## config.mk

```make
export PLATFORM = sky130hd
export DESIGN_NAME = alu_seq_unit_flat
export DESIGN_NICKNAME = d
export VERILOG_FILES = /design/src/rtl/alu_pkg.sv /design/src/rtl/alu_seq_unit_if.sv /design/src/rtl/alu_addsub.sv /design/src/rtl/alu_seq_unit.sv /design/src/flat_wrapper.sv
export SDC_FILE = /design/constraint.sdc
export NUM_CORES = 1
export LEC_CHECK = 0
export CORE_MARGIN = 4
export CORE_UTILIZATION = 45
export DETAILED_ROUTE_END_ITERATION = 10
export PLACE_DENSITY = 0.65
export SLEW_MARGIN = 20
export SYNTH_ARGS = -nofsm -noshare
export SYNTH_HDL_FRONTEND = slang
export SYNTH_SLANG_ARGS = --single-unit
```

## constraint.sdc

```tcl
create_clock -name clock -period 5.5 [get_ports clock]
set_input_delay 1.1 -clock clock [delete_from_list [all_inputs] [get_ports clock]]
set_output_delay 1.1 -clock clock [all_outputs]
set_load 0.1 [all_outputs]
```

## src/rtl/alu_pkg.sv

```systemverilog
// alu_pkg: opcodes, FSM state encoding and default widths shared by the ALU execution unit.
package alu_pkg;
    localparam int DATA_W  = 32;
    localparam int SHAMT_W = 5;
    localparam logic [4:0] OP_ADD = 5'd0;
    localparam logic [4:0] OP_SUB = 5'd1;
    localparam logic [4:0] OP_AND = 5'd2;
    localparam logic [4:0] OP_OR  = 5'd3;
    localparam logic [4:0] OP_SLL = 5'd4;
    localparam logic [4:0] OP_SRA = 5'd5;
    typedef enum logic [1:0] {IDLE, EXEC, SHIFT, DONE} state_t;
endpackage

```

## src/rtl/alu_seq_unit_if.sv

```systemverilog
// alu_seq_unit_if: request/response handshake between decode (master) and the ALU unit (slave).
interface alu_seq_unit_if #(
    parameter int DATA_W  = alu_pkg::DATA_W,
    parameter int SHAMT_W = alu_pkg::SHAMT_W
);
    logic               req_valid;
    logic               req_ready;
    logic [4:0]         req_opcode;
    logic [SHAMT_W-1:0] req_shamt;
    logic [DATA_W-1:0]  req_a;
    logic [DATA_W-1:0]  req_b;
    logic               rsp_valid;
    logic               rsp_ready;
    logic [DATA_W-1:0]  rsp_result;
    logic               rsp_isNotEqual;
    logic               rsp_isLessThan;
    logic               rsp_overflow;
    modport master (
        output req_valid, req_opcode, req_shamt, req_a, req_b, rsp_ready,
        input  req_ready, rsp_valid, rsp_result, rsp_isNotEqual, rsp_isLessThan, rsp_overflow
    );
    modport slave (
        input  req_valid, req_opcode, req_shamt, req_a, req_b, rsp_ready,
        output req_ready, rsp_valid, rsp_result, rsp_isNotEqual, rsp_isLessThan, rsp_overflow
    );
endinterface

```

## src/rtl/alu_addsub.sv

```systemverilog
// alu_addsub: W-bit adder/subtractor (A + ~B + 1 when subtracting) with signed overflow.
module alu_addsub #(
    parameter int W = 32
) (
    input  logic [W-1:0] i_a,
    input  logic [W-1:0] i_b,
    input  logic         i_sub,
    output logic [W-1:0] o_sum,
    output logic         o_ovf
);
    logic [W-1:0] w_b;
    assign w_b   = i_sub ? ~i_b : i_b;
    assign o_sum = i_a + w_b + W'(i_sub);
    assign o_ovf = (i_a[W-1] == w_b[W-1]) && (o_sum[W-1] != i_a[W-1]);
endmodule

```

## src/rtl/alu_seq_unit.sv

```systemverilog
// alu_seq_unit: handshaked registered ALU; serial 1-bit/cycle shifts unless ALU_FAST_SHIFT_EN
// is defined, which swaps in a single-cycle barrel shifter.
module alu_seq_unit #(
    parameter int DATA_W  = 32,
    parameter int SHAMT_W = 5
) (
    input  logic          clock,
    input  logic          reset_n,
    alu_seq_unit_if.slave bus
);
    import alu_pkg::*;
    state_t             r_state;
    logic [4:0]         r_op;
    logic [SHAMT_W-1:0] r_shamt;
    logic [DATA_W-1:0]  r_a, r_b, r_result;
    logic               r_req_ready, r_rsp_valid, r_ne, r_lt, r_ovf;
    logic [DATA_W-1:0]  w_sum, w_diff, w_shifted, w_res;
    logic               w_ovf, w_ovf_cmp, w_is_arith, w_is_shift;
`ifndef ALU_FAST_SHIFT_EN
    logic [SHAMT_W-1:0] r_cnt;
`endif
    alu_addsub #(.W(DATA_W)) u_res (
        .i_a(r_a), .i_b(r_b), .i_sub(r_op == OP_SUB), .o_sum(w_sum), .o_ovf(w_ovf)
    );
    // compare flags always come from A-B regardless of opcode
    alu_addsub #(.W(DATA_W)) u_cmp (
        .i_a(r_a), .i_b(r_b), .i_sub(1'b1), .o_sum(w_diff), .o_ovf(w_ovf_cmp)
    );
    assign w_is_arith = (r_op == OP_ADD) || (r_op == OP_SUB);
    assign w_is_shift = (r_op == OP_SLL) || (r_op == OP_SRA);
`ifdef ALU_FAST_SHIFT_EN
    logic [DATA_W-1:0] w_sra;
    assign w_sra     = $signed(r_a) >>> r_shamt;
    assign w_shifted = (r_op == OP_SLL) ? (r_a << r_shamt) : w_sra;
`else
    // serial mode seeds the shift register with A; shamt=0 therefore returns A
    assign w_shifted = r_a;
`endif
    assign w_res = w_is_arith ? w_sum :
                   (r_op == OP_AND) ? (r_a & r_b) :
                   (r_op == OP_OR) ? (r_a | r_b) :
                   w_is_shift ? w_shifted : '0;
    always_ff @(posedge clock or negedge reset_n) begin
        if (!reset_n) begin
            r_state     <= IDLE;
            r_req_ready <= 1'b1;
            r_rsp_valid <= 1'b0;
            r_result    <= '0;
            r_ne        <= 1'b0;
            r_lt        <= 1'b0;
            r_ovf       <= 1'b0;
            r_op        <= '0;
            r_shamt     <= '0;
            r_a         <= '0;
            r_b         <= '0;
`ifndef ALU_FAST_SHIFT_EN
            r_cnt       <= '0;
`endif
        end else begin
            case (r_state)
                IDLE: if (bus.req_valid) begin
                    r_op        <= bus.req_opcode;
                    r_shamt     <= bus.req_shamt;
                    r_a         <= bus.req_a;
                    r_b         <= bus.req_b;
                    r_req_ready <= 1'b0;
                    r_state     <= EXEC;
                end
                EXEC: begin
                    r_result <= w_res;
                    r_ne     <= |w_diff;
                    r_lt     <= w_diff[DATA_W-1] ^ w_ovf_cmp;
                    r_ovf    <= w_is_arith & w_ovf;
`ifndef ALU_FAST_SHIFT_EN
                    if (w_is_shift && r_shamt != '0) begin
                        r_cnt   <= r_shamt;
                        r_state <= SHIFT;
                    end else
`endif
                    begin
                        r_rsp_valid <= 1'b1;
                        r_state     <= DONE;
                    end
                end
`ifndef ALU_FAST_SHIFT_EN
                SHIFT: begin
                    r_result <= (r_op == OP_SLL) ? {r_result[DATA_W-2:0], 1'b0}
                                                 : {r_result[DATA_W-1], r_result[DATA_W-1:1]};
                    r_cnt    <= r_cnt - 1'b1;
                    if (r_cnt == SHAMT_W'(1)) begin
                        r_rsp_valid <= 1'b1;
                        r_state     <= DONE;
                    end
                end
`endif
                DONE: if (bus.rsp_ready) begin
                    r_rsp_valid <= 1'b0;
                    r_req_ready <= 1'b1;
                    r_state     <= IDLE;
                end
                default: r_state <= IDLE;
            endcase
        end
    end
    assign bus.req_ready      = r_req_ready;
    assign bus.rsp_valid      = r_rsp_valid;
    assign bus.rsp_result     = r_result;
    assign bus.rsp_isNotEqual = r_ne;
    assign bus.rsp_isLessThan = r_lt;
    assign bus.rsp_overflow   = r_ovf;
endmodule

```

## src/flat_wrapper.sv

```systemverilog
// flat-port wrapper written by rule: the top's interface ports become plain ports
module alu_seq_unit_flat import alu_pkg::*;
#(
    parameter int DATA_W  = 32,
    parameter int SHAMT_W = 5
)
  (clock, reset_n, bus_req_valid, bus_req_opcode, bus_req_shamt, bus_req_a, bus_req_b, bus_rsp_ready, bus_req_ready, bus_rsp_valid, bus_rsp_result, bus_rsp_isNotEqual, bus_rsp_isLessThan, bus_rsp_overflow);
  alu_seq_unit_if #(.DATA_W(DATA_W), .SHAMT_W(SHAMT_W)) bus_i ();
  input  logic clock;
  input  logic reset_n;
  input wire logic [$bits(bus_i.req_valid)-1:0] bus_req_valid;
  input wire logic [$bits(bus_i.req_opcode)-1:0] bus_req_opcode;
  input wire logic [$bits(bus_i.req_shamt)-1:0] bus_req_shamt;
  input wire logic [$bits(bus_i.req_a)-1:0] bus_req_a;
  input wire logic [$bits(bus_i.req_b)-1:0] bus_req_b;
  input wire logic [$bits(bus_i.rsp_ready)-1:0] bus_rsp_ready;
  output wire logic [$bits(bus_i.req_ready)-1:0] bus_req_ready;
  output wire logic [$bits(bus_i.rsp_valid)-1:0] bus_rsp_valid;
  output wire logic [$bits(bus_i.rsp_result)-1:0] bus_rsp_result;
  output wire logic [$bits(bus_i.rsp_isNotEqual)-1:0] bus_rsp_isNotEqual;
  output wire logic [$bits(bus_i.rsp_isLessThan)-1:0] bus_rsp_isLessThan;
  output wire logic [$bits(bus_i.rsp_overflow)-1:0] bus_rsp_overflow;
  assign bus_i.req_valid = bus_req_valid;
  assign bus_i.req_opcode = bus_req_opcode;
  assign bus_i.req_shamt = bus_req_shamt;
  assign bus_i.req_a = bus_req_a;
  assign bus_i.req_b = bus_req_b;
  assign bus_i.rsp_ready = bus_rsp_ready;
  assign bus_req_ready = bus_i.req_ready;
  assign bus_rsp_valid = bus_i.rsp_valid;
  assign bus_rsp_result = bus_i.rsp_result;
  assign bus_rsp_isNotEqual = bus_i.rsp_isNotEqual;
  assign bus_rsp_isLessThan = bus_i.rsp_isLessThan;
  assign bus_rsp_overflow = bus_i.rsp_overflow;
  alu_seq_unit #(.DATA_W(DATA_W), .SHAMT_W(SHAMT_W)) u_core (.clock(clock), .reset_n(reset_n), .bus(bus_i));
endmodule
```

==> reports/qor.yml, run 1 <==
floorplanning:
  num_rows: 57
  initial_core_util_pct: 45.77
  dieArea_mm2: 0.02732
  die_h_um: 165.3
  core-area_mm2: 0.02432
  die_width_um: 165.3
  io_pins: 115
drt:
  vias: 10194
  antenna_left: 0
  drt_iter0_markers: 965
  routedWlPerCell_um: 19.20
  vias_per_cell: 5.750
  first_pass_iters: 6
  wl_um: 34030
  drc: 0
synth:
  synth_seq_cells: 118
  ys_top_cells_by_area: "dfrtp_1, ha_1, mux2_2"
  ys.flop_type: "dfrtp_1"
  synthesis.nets: 1563
  ys_seq_area_share_pct: 26.54
  synth_warnings: 0
  synth.largest_area_cell: "dfrtp_1"
  postSynthAreaPerCell_um2: 8.227
  syn_area_mm2: 0.01113
  synth-edff-count: 0
  yosysTopAreaCellShare_pct: 26.30
  synth_cell_types: 69
  ys_async_sr_fraction_pct: 100.0
  synthCells: 1353
clock_tree:
  insertion_delay_ns: 0.44
  cts.path.max_buffers: 2
  cts_tree: "done"
  postCtsHoldBufs: 0
  clk_pin_slew_ns: 0.07
  cts_resized: 0
  post_cts_buffers: 0
  h-tree-depth: 4
  cts_root_buffer: "clkbuf_16"
  numCtsBuffers: 17
  clkSinkCount: 118
setup_path:
  cp_max_fo: 15
  cp-start-kind: "flop"
  reg2reg_to: "u_core.bus.rsp_result[24]"
  r2r_cells: 14
  crit_end: "u_core.bus.rsp_result[24]"
  critPathKind: "reg -> reg"
  arrival_ns: 4.95
  crit_start: "u_core.r_op[1]"
  cp-end-kind: "flop"
  r2r_slack_ns: 0.91
  critPathRequiredTime_ns: 5.86
  r2r_start: "u_core.r_op[1]"
finish:
  layout_common_cells: "inv_1, ha_1, a21oi_1, dfrtp_1"
  syn2layout_area_growth_pct: 18.17
  layout-drive-gt1-share_pct: 9.938
  layout_commonest_cell: "inv_1"
  nets: 1646
  n_antenna_cell: 0
global_routing:
  antenna_found_initial: 0
  grt_first_pass_wirelength_um: 53220
  track_usage_pct: 24.90
  grt_pass1_vias: 9546
  grt_max_degree: 75
  grt-ovfl-total: 0
placement:
  hpwl_um: 26110
  io_buffer_count: 114
  place_congestion: 0.9350
flow_run:
  maxCapViolCount: 0
sta:
  tns_ns: 0
  fmax_mhz: 217.9
  period_share_pct: 83.45
  setup_viol_count_final: 0
  grt_setup_unrepaired: "no"
  relSlewSlack_pct: 23.27
  hold_violations: 0
  finClkSkew_ns: 0.02056
  tightest_slew_ns: 1.122
  post-route-min-period_ns: 4.590
  final-max-slew-violation-count: 0
hold_path:
  min_path_type: "reg -> reg"
  hold-path-cell-count: 2
outcome:
  status: "finished clean"
worst min path at each step:
stage	slack, ns	start	to
floorplan	0.49	u_core.r_shamt[4]	u_core.r_shamt[4]
global placement	0.46	u_core.bus.rsp_valid	u_core.bus.rsp_valid
detailed placement	0.47	u_core.bus.rsp_valid	u_core.bus.rsp_valid
CTS	0.48	u_core.bus.rsp_valid	u_core.bus.rsp_valid
global route	0.53	u_core.bus.rsp_valid	u_core.bus.rsp_valid
finish	0.48	u_core.bus.rsp_valid	u_core.bus.rsp_valid
synth_stat cells (all sizes together), types with 8 or more instances:
cell and count:
mux2 82, nor2b 14, o211ai 16, a221oi 18, xor2 12, xnor2 41
or3 8, mux2i 24, nand4 13, a21oi 116, nor2 113, o31ai 13
ha 131, nor3 28, a22oi 11, nor4 14, buf 8, o22ai 10
o21ai 78, clkbuf 52, nand3 38, inv 135, a31oi 20, nand2 107
nand2b 13, dfrtp 117, a211oi 9
metrics by stage:
step           area [µm²]  utilization (%)  instances  hold slack (ns)  setup slack [ns]
2_1_floorplan       11130                -       1353           0.4864            0.9956
3_3_place_gp        12560            51.64       1741           0.4634            0.9118
3_5_place_dp        12560            51.64       1741           0.4694            0.9301
4_1_cts             13150            54.08       1773           0.4846            0.8928
5_1_grt             13150            54.08       1773           0.5311            0.4384
6_report            13150            54.08       1773           0.4781            0.9101
logic make-up after synthesis:
group / after synthesis / synth area share, %
compound gates: 368 / 21.13
xor+xnor: 53 / 4.170
mux: 106 / 10.45
fa+ha+maj: 132 / 14.91
buf+inv: 196 / 6.610
simple gates: 380 / 16.19
flops: 118 / 26.54
sequential cells by signal, summed over array words and instances (netlist names):
signal                     flops
u_core.bus.req_ready           1
u_core.bus.rsp_isLessThan      1
u_core.bus.rsp_isNotEqual      1
u_core.bus.rsp_overflow        1
u_core.bus.rsp_result         32
u_core.bus.rsp_valid           1
u_core.r_a                    32
u_core.r_b                    32
u_core.r_cnt                   5
u_core.r_op                    5
u_core.r_shamt                 5
u_core.r_state                 2
worst max-delay path: stages, from the launching register on:
cell and delay [ns]:
dfrtp_1 0.43, nor4_2 0.37, nand2_2 0.39, xnor2_1 0.30, ha_1 0.31, o21ai_0 0.17, a21oi_1 0.10, o311ai_0 0.52
a21oi_1 0.19, o41ai_1 0.82, o21ai_0 0.29, a31oi_1 0.25, xnor2_1 0.14, nand2_1 0.07, a21oi_1 0.15
cell type report:
type                       instances  area (µm²)
clock buffer                      17       425.4
clock inverter                    15       167.7
fill                            2277       11170
inverter                         136       510.5
multi-input combinational       1039        7475
sequential                       118        2955
tap                              324       405.4
timing repair buffer             124        1214
metal layers:
metal  vias to the layer above  part of all wire, %  wire (µm)  GRT usage, %
met1                      4820                   48      16410         37.27
li1                       4999                    -          -             -
met2                       337                   43      14580         36.53
met5                         -                    0          0             0
met3                        38                  6.7       2276         4.418
met4                         0                  2.2        765         7.335
Power of run 1 is left out: the tool's default activity adds up to more than one toggle a clock period on the data nets, which glitch-free logic cannot reach.
==> run 2, diff against run 1 <==
==> constraint.sdc (replaced) <==
create_clock -name clock -period 4.5 [get_ports clock]
set_input_delay 0.9 -clock clock [delete_from_list [all_inputs] [get_ports clock]]
set_output_delay 0.9 -clock clock [all_outputs]
set_load 0.1 [all_outputs]
==> reports/qor.yml, run 2 (synthesis gave the netlist of run 1 again) <==
outcome:
  status: "finished clean"
sta:
  fmax_mhz: 237.0
  relSlewSlack_pct: 30.82
  post-route-min-period_ns: 4.220
  setup_slack_ns: 0.2800
  period_share_pct: 93.78
  final-max-slew-violation-count: 0
  hold_violations: 0
  setup_viol_count_final: 0
  tightest_slew_ns: 1.038
  grt_setup_unrepaired: "no"
  tns_ns: 0
  finClkSkew_ns: 0.008806
finish:
  fillers: 2309
  layout_commonest_cell: "inv_1"
  nets: 1656
  area.sequential_mm2: 0.002955
  n_antenna_cell: 0
  layout_common_cells: "inv_1, ha_1, a21oi_1, dfrtp_1"
  multiInputGateArea_mm2: 0.007483
  final_cells: 1783
  layout-drive-gt1-share_pct: 10.56
  syn2layout_area_growth_pct: 18.69
placement:
  place_ws_ns: 0.3634
  hpwl_um: 27010
  dp_cells: 1751
  place_congestion: 0.9740
  io_buffer_count: 114
drt:
  first_pass_iters: 5
  routedWlPerCell_um: 19.49
  drc: 0
  drt_iter0_markers: 1055
  wl_um: 34750
  vias_per_cell: 5.839
  antenna_left: 0
  vias: 10411
floorplanning:
  core-area_mm2: 0.02432
  die_h_um: 165.3
  die_width_um: 165.3
  num_rows: 57
  dieArea_mm2: 0.02732
  io_pins: 115
  initial_core_util_pct: 45.77
global_routing:
  antenna_found_initial: 0
  grt_max_degree: 75
  grt_pass1_vias: 9716
  grt_first_pass_wirelength_um: 54340
  grt-ovfl-total: 0
  track_usage_pct: 25.44
clock_tree:
  post_cts_buffers: 0
  numCtsBuffers: 17
  clkSinkCount: 118
  h-tree-depth: 4
  cts_tree: "done"
  cts_root_buffer: "clkbuf_16"
  postCtsHoldBufs: 0
  insertion_delay_ns: 0.43
  cts_resized: 0
  cts.path.max_buffers: 2
  clk_pin_slew_ns: 0.06
setup_path:
  worstPathCellList: "nor4_4 > nand2_2 > buf_4 > xnor2_1 > ha_1 > o21ai_0 > a21oi_1 > o311ai_0 > a21oi_1 > o41ai_1 > buf_4 > o21ai_0 > a31oi_1 > xnor2_1 > nand2_1 > a21oi_1"
  cp-start-kind: "flop"
  critical_path_buf_inv_count: 2
  critPathSlowestCell: "o311ai_0"
  cp_common_cell: "a21oi_1"
  crit_family: "compound AO/OA/AOI/OAI gates"
  critPathKind: "reg -> reg"
  cp-end-kind: "flop"
  max_stage_delay_ns: 0.50
  cp_max_fo: 9
  critPathRequiredTime_ns: 4.85
  arrival_ns: 4.57
flow_run:
  maxCapViolCount: 0
hold_path:
  min_path_type: "in -> async"
run 2: path summary, 6_finish.rpt:
check / start / end / slack, ns / cells past startpoint
min in group clock: u_core.bus.rsp_valid / u_core.bus.rsp_valid / 0.48 / 2
setup reg to reg: u_core.r_op[4] / u_core.bus.rsp_result[24] / 0.28 / 16
hold reg to reg: u_core.bus.rsp_valid / u_core.bus.rsp_valid / 0.48 / 2
max in group asynchronous: reset_n / u_core.r_op[0] / 3.11 / 2
hold / removal: reset_n / u_core.bus.rsp_result[1] / 0.38 / 1
setup / recovery: u_core.r_op[4] / u_core.bus.rsp_result[24] / 0.28 / 16
run 2: worst register-to-register path: stages (launching register included):
cell	delay [ns]
dfrtp_1	0.46
nor4_4	0.32
nand2_2	0.27
buf_4	0.29
xnor2_1	0.14
ha_1	0.35
o21ai_0	0.22
a21oi_1	0.13
o311ai_0	0.50
a21oi_1	0.18
o41ai_1	0.33
buf_4	0.20
o21ai_0	0.14
a31oi_1	0.24
xnor2_1	0.14
nand2_1	0.08
a21oi_1	0.17
run 2: layout make-up:
class | count | area share (%)
clock inverters | 15 | 1.080
clock buffers | 17 | 3.220
inverters | 136 | 3.864
repair buffers | 134 | 9.755
flip-flops and latches | 118 | 22.37
well taps | 324 | 3.068
multi-input cells | 1039 | 56.64
run 2: through the flow:
stage               hold slack (ns)  cell area [µm²]  utilization (%)
finish                       0.3799            13210            54.32
CTS                          0.3747            13210            54.32
detailed placement           0.4775            12640            51.99
global placement             0.4630            12640            51.99
global route                 0.3938            13210            54.32
floorplan                    0.4864            11140                -
run 2: per-layer routing:
metal / routed length (µm) / global-route usage (%) / vias to the layer above
met5: 0 / 0 / -
li1: - / - / 5028
met3: 2244 / 4.195 / 31
met1: 16500 / 37.31 / 5013
met4: 640 / 6.578 / 0
met2: 15370 / 38.90 / 339
Power of run 2 is left out for the same reason.
==> run 3, diff against run 2 <==
--- a/config.mk
+++ b/config.mk
@@ -7,9 +7,10 @@
 export LEC_CHECK = 0
 export CORE_MARGIN = 4
 export CORE_UTILIZATION = 45
+export CTS_CLUSTER_DIAMETER = 60
 export DETAILED_ROUTE_END_ITERATION = 10
 export PLACE_DENSITY = 0.65
-export SLEW_MARGIN = 20
+export RECOVER_POWER = 50
 export SYNTH_ARGS = -nofsm -noshare
 export SYNTH_HDL_FRONTEND = slang
 export SYNTH_SLANG_ARGS = --single-unit
==> reports/qor.yml, run 3 (synthesis gave the netlist of run 1 again) <==
clock_tree:
  postCtsHoldBufs: 0
  cts_resized: 0
  clk_pin_slew_ns: 0.07
  h-tree-depth: 4
  cts_root_buffer: "clkbuf_16"
  post_cts_buffers: 0
  numCtsBuffers: 17
  insertion_delay_ns: 0.43
  cts.path.max_buffers: 2
  cts_tree: "done"
  clkSinkCount: 118
global_routing:
  grt_max_degree: 75
  track_usage_pct: 25.44
  antenna_found_initial: 0
  grt_first_pass_wirelength_um: 54340
  grt-ovfl-total: 0
  grt_pass1_vias: 9716
finish:
  layout_commonest_cell: "inv_1"
  layout-drive-gt1-share_pct: 10.42
  fillers: 2313
  multiInputGateArea_mm2: 0.007476
  fin_area_mm2: 0.01320
  final_cells: 1783
  area.sequential_mm2: 0.002955
  layout_common_cells: "inv_1, ha_1, a21oi_1, dfrtp_1, nor2_1"
  n_antenna_cell: 0
  syn2layout_area_growth_pct: 18.55
  nets: 1656
drt:
  antenna_left: 0
  routedWlPerCell_um: 19.47
  vias_per_cell: 5.831
  drt_iter0_markers: 1061
  drc: 0
  wl_um: 34710
  first_pass_iters: 5
  vias: 10397
setup_path:
  r2r_slack_ns: 0.28
  cp_max_fo: 9
  cp-end-kind: "flop"
  critPathRequiredTime_ns: 4.85
  arrival_ns: 4.57
  r2r_cells: 16
  cp-start-kind: "flop"
  critPathKind: "reg -> reg"
outcome:
  status: "finished with violations"
  violations: "max-capacitance violations, max-slew violations"
sta:
  fmax_mhz: 236.9
  hold_violations: 0
  finClkSkew_ns: 0.007805
  period_share_pct: 93.79
  tns_ns: 0
  tightest_slew_ns: 1.768
  grt_setup_unrepaired: "no"
  setup_viol_count_final: 0
  hold_ws_ns: 0.4807
  relSlewSlack_pct: -17.87
  final-max-slew-violation-count: 75
  post-route-min-period_ns: 4.220
floorplanning:
  die_h_um: 165.3
  dieArea_mm2: 0.02732
  initial_core_util_pct: 45.77
  io_pins: 115
  core-area_mm2: 0.02432
  die_width_um: 165.3
  num_rows: 57
placement:
  place_congestion: 0.9740
  place_area_mm2: 0.01264
  io_buffer_count: 114
  hpwl_um: 27010
  dp_cells: 1751
hold_path:
  hold-path-cell-count: 2
  min_path_type: "reg -> reg"
flow_run:
  maxCapViolCount: 1
-- run 3: cell count changes in the layout (fill, tap and decap cells not counted) --
| cell | delta |
|---|---|
| buf_4 | -3 |
| clkbuf_1 | +1 |
| clkbuf_2 | +2 |
| clkdlybuf4s50_1 | -1 |
| dlygate4sd3_1 | +1 |
| ha_1 | +1 |
| ha_2 | -1 |
| nand2_2 | +1 |
| nand2_4 | -1 |
-- run 3: critical path: stages (launching register included) --
cell,delay [ns]
dfrtp_1,0.46
nor4_4,0.32
nand2_2,0.27
buf_4,0.28
xnor2_1,0.14
ha_1,0.35
o21ai_0,0.22
a21oi_1,0.13
o311ai_0,0.50
a21oi_1,0.18
o41ai_1,0.33
buf_4,0.20
o21ai_0,0.14
a31oi_1,0.24
xnor2_1,0.14
nand2_1,0.08
a21oi_1,0.17
-- run 3: final cells by class --
type,instances,share of cell area (%)
Clock buffer,17,3.224
Clock inverter,15,1.081
Inverter,136,3.869
Multi-Input combinational cell,1039,56.66
Sequential cell,118,22.40
Tap cell,324,3.072
Timing Repair Buffer,134,9.700
-- run 3: layer usage --
layer / GRT usage, % / vias to the layer above / wire [µm]
li1: - / 5028 / -
met1: 37.31 / 5012 / 16460
met2: 38.90 / 322 / 15370
met3: 4.195 / 35 / 2223
met4: 6.578 / 0 / 657
met5: 0 / - / 0
-- run 3: final timing paths --
kind,start,end
setup / recovery,u_core.r_op[4],u_core.bus.rsp_result[24]
hold / removal,u_core.bus.rsp_valid,u_core.bus.rsp_valid
setup reg to reg,u_core.r_op[4],u_core.bus.rsp_result[24]
hold reg to reg,u_core.bus.rsp_valid,u_core.bus.rsp_valid
max in group asynchronous,reset_n,u_core.r_op[0]
min in group asynchronous,reset_n,u_core.bus.rsp_result[1]
-- run 3: stage by stage --
stage          worst slack (ns)  util [%]
2_1_floorplan            0.2703         -
6_report                 0.2796     54.26
4_1_cts                  0.3395     54.32
5_1_grt                 0.01570     54.26
3_3_place_gp             0.4526     51.99
3_5_place_dp             0.3634     51.99
Power of run 3 is left out for the same reason.
==> RTL change, RTL diff (flow settings as in run 1) <==
Encoding of `state_t`: now one-hot (4 bits for 4 states).
--- a/src/rtl/alu_pkg.sv
+++ b/src/rtl/alu_pkg.sv
@@ -8,6 +8,6 @@
     localparam logic [4:0] OP_OR  = 5'd3;
     localparam logic [4:0] OP_SLL = 5'd4;
     localparam logic [4:0] OP_SRA = 5'd5;
-    typedef enum logic [1:0] {IDLE, EXEC, SHIFT, DONE} state_t;
+    typedef enum logic [3:0] {IDLE = 4'b0001, EXEC = 4'b0010, SHIFT = 4'b0100, DONE = 4'b1000} state_t;
 endpackage
 
Formal check against the unedited RTL: no difference found for any inputs over 4 cycles, from zero or initial values and one cycle with reset_n low; so few cycles prove little.
==> RTL change against run 1 <==
  * Routed wire length up 1.1%
  * Non-clock buffer count grew 5
  * Setup slack improved by 310 ps
  * Cell area decreased by 1.4%
  * Area after synthesis decreased by 1.5%
  * Die area fell by 1.4%
  * Sequential cell count up 2
Power is left out: the tool's default activity adds up to more than one toggle a clock period on the data nets, which glitch-free logic cannot reach.
==> RTL change: results (changes against run 1) <==
- Status: finished, final reports clean
- Critical Path AT: 4630 ps (-320 ps)
- Layout cell share with drive strength beyond 1: 5.26% (-4.7 points)
- Clock Tree Root: clkbuf_16
- Dpl cell area: 12400 µm² (-1.2%)
- Filler cells: 2239 (-1.7%)
- First-pass GRT wire length: 54700 µm (+2.8%)
- Clk Latency, worst-skew pair: 420 ps (-20 ps)
- Total track usage: 25.8% (+0.94 points)
- Final WL: 34400 µm (+1.1%)
- Largest net degree at the start of global routing: 124 (+65%)
- Top post-synthesis cells by area: dfrtp_1, ha_1, o21ai_0, a21oi_1, nand2_1
- GP Congestion: 0.975 (+4.3%)
- Setup Skew: 11.9 ps (-8.68 ps)
- Seq/Total Area, Yosys: 27.4% (+0.86 points)
- Mapped Nets: 1578 (+0.96%)
- Distinct cells, synth: 78 (+13%)
- # resized after CTS: 0 (unchanged)
- First drt pass iteration count: 5 (-1)
- Drt initial violations: 942 (-2.4%)
- Final #Nets: 1656 (+0.61%)
- Synth cell count leaders: nand2_1, o21ai_0, ha_1, inv_1, a21oi_1
- CP Max Fanout: 31 (+16)
- Slew HR: 32.7% (+9.4 points)
- Vias per cell: 5.86 (+2.0%)
- Synth-to-Final Area Change: 18.2% (about the same)
- Detailed placer's ending HPWL: 26700 µm (+2.2%)
[RTL change: changes by cell type after synthesis, sizes merged, moves of 13 or more]
cell   change
nand3     -25
nor2      -34
mux2      -70
o21ai     +54
nand2     +53
a21o      +13
[RTL change: worst paths after layout]
path | startpoint | cells past startpoint | slack (ps) | end
max in group asynchronous | reset_n | 2 | 3880 | u_core.r_b[18]
max reg2reg | u_core.r_op[4] | 14 | 1220 | u_core.bus.rsp_result[31]
max | u_core.r_op[4] | 14 | 1220 | u_core.bus.rsp_result[31]
min | u_core.bus.req_ready | 2 | 460 | u_core.bus.req_ready
min reg2reg | u_core.bus.req_ready | 2 | 460 | u_core.bus.req_ready
min in group asynchronous | reset_n | 1 | 630 | u_core.bus.rsp_result[7]
[RTL change: routing by layer]
metal	vias to the layer above	track usage (%)	wire, µm
li1	5075	-	-
met1	4968	38.2	16500
met2	354	38.3	14700
met3	52	4.34	2310
met4	0	8.31	888
met5	-	0	0
[RTL change: area by class of cell]
| type | count | area share [%] |
|---|---|---|
| Timing Repair Buffer | 129 | 9.75 |
| Clock buffer | 28 | 3.91 |
| Tap cell | 319 | 3.08 |
| Clock inverter | 4 | 0.347 |
| Multi-Input combinational cell | 1053 | 56.0 |
| Sequential cell | 120 | 23.2 |
| Inverter | 129 | 3.73 |
[RTL change: cell families after synthesis]
logic type / Yosys count / share of synthesized area (%)
AO/OA/AOI/OAI: 457 / 27.0
XOR/XNOR: 54 / 4.31
AND/OR/NAND/NOR: 371 / 15.8
multiplexers: 43 / 4.06
adder cells (fa/ha/maj): 128 / 14.7
buffers and inverters: 199 / 6.82
flip-flops: 120 / 27.4
[RTL change: worst max-delay path: stages (launching register included)]
cell and delay, ps:
dfrtp_1 470, nor4_4 330, nand2_1 90, buf_4 290, xnor2_1 280, ha_1 290, a31oi_1 180, o211ai_1 180
a221oi_1 520, nor3_1 120, o2111ai_1 290, nand2_1 180, a311oi_2 460, mux2_2 390, a21oi_1 130
[RTL change: through the flow]
| stage | instances | setup slack [ps] |
|---|---|---|
| after global placement | 1750 | 1370 |
| after detailed placement | 1750 | 1270 |
| after CTS | 1782 | 1240 |
| after global routing | 1782 | 934 |
| final | 1782 | 1220 |
| after floorplan | 1372 | 1460 |
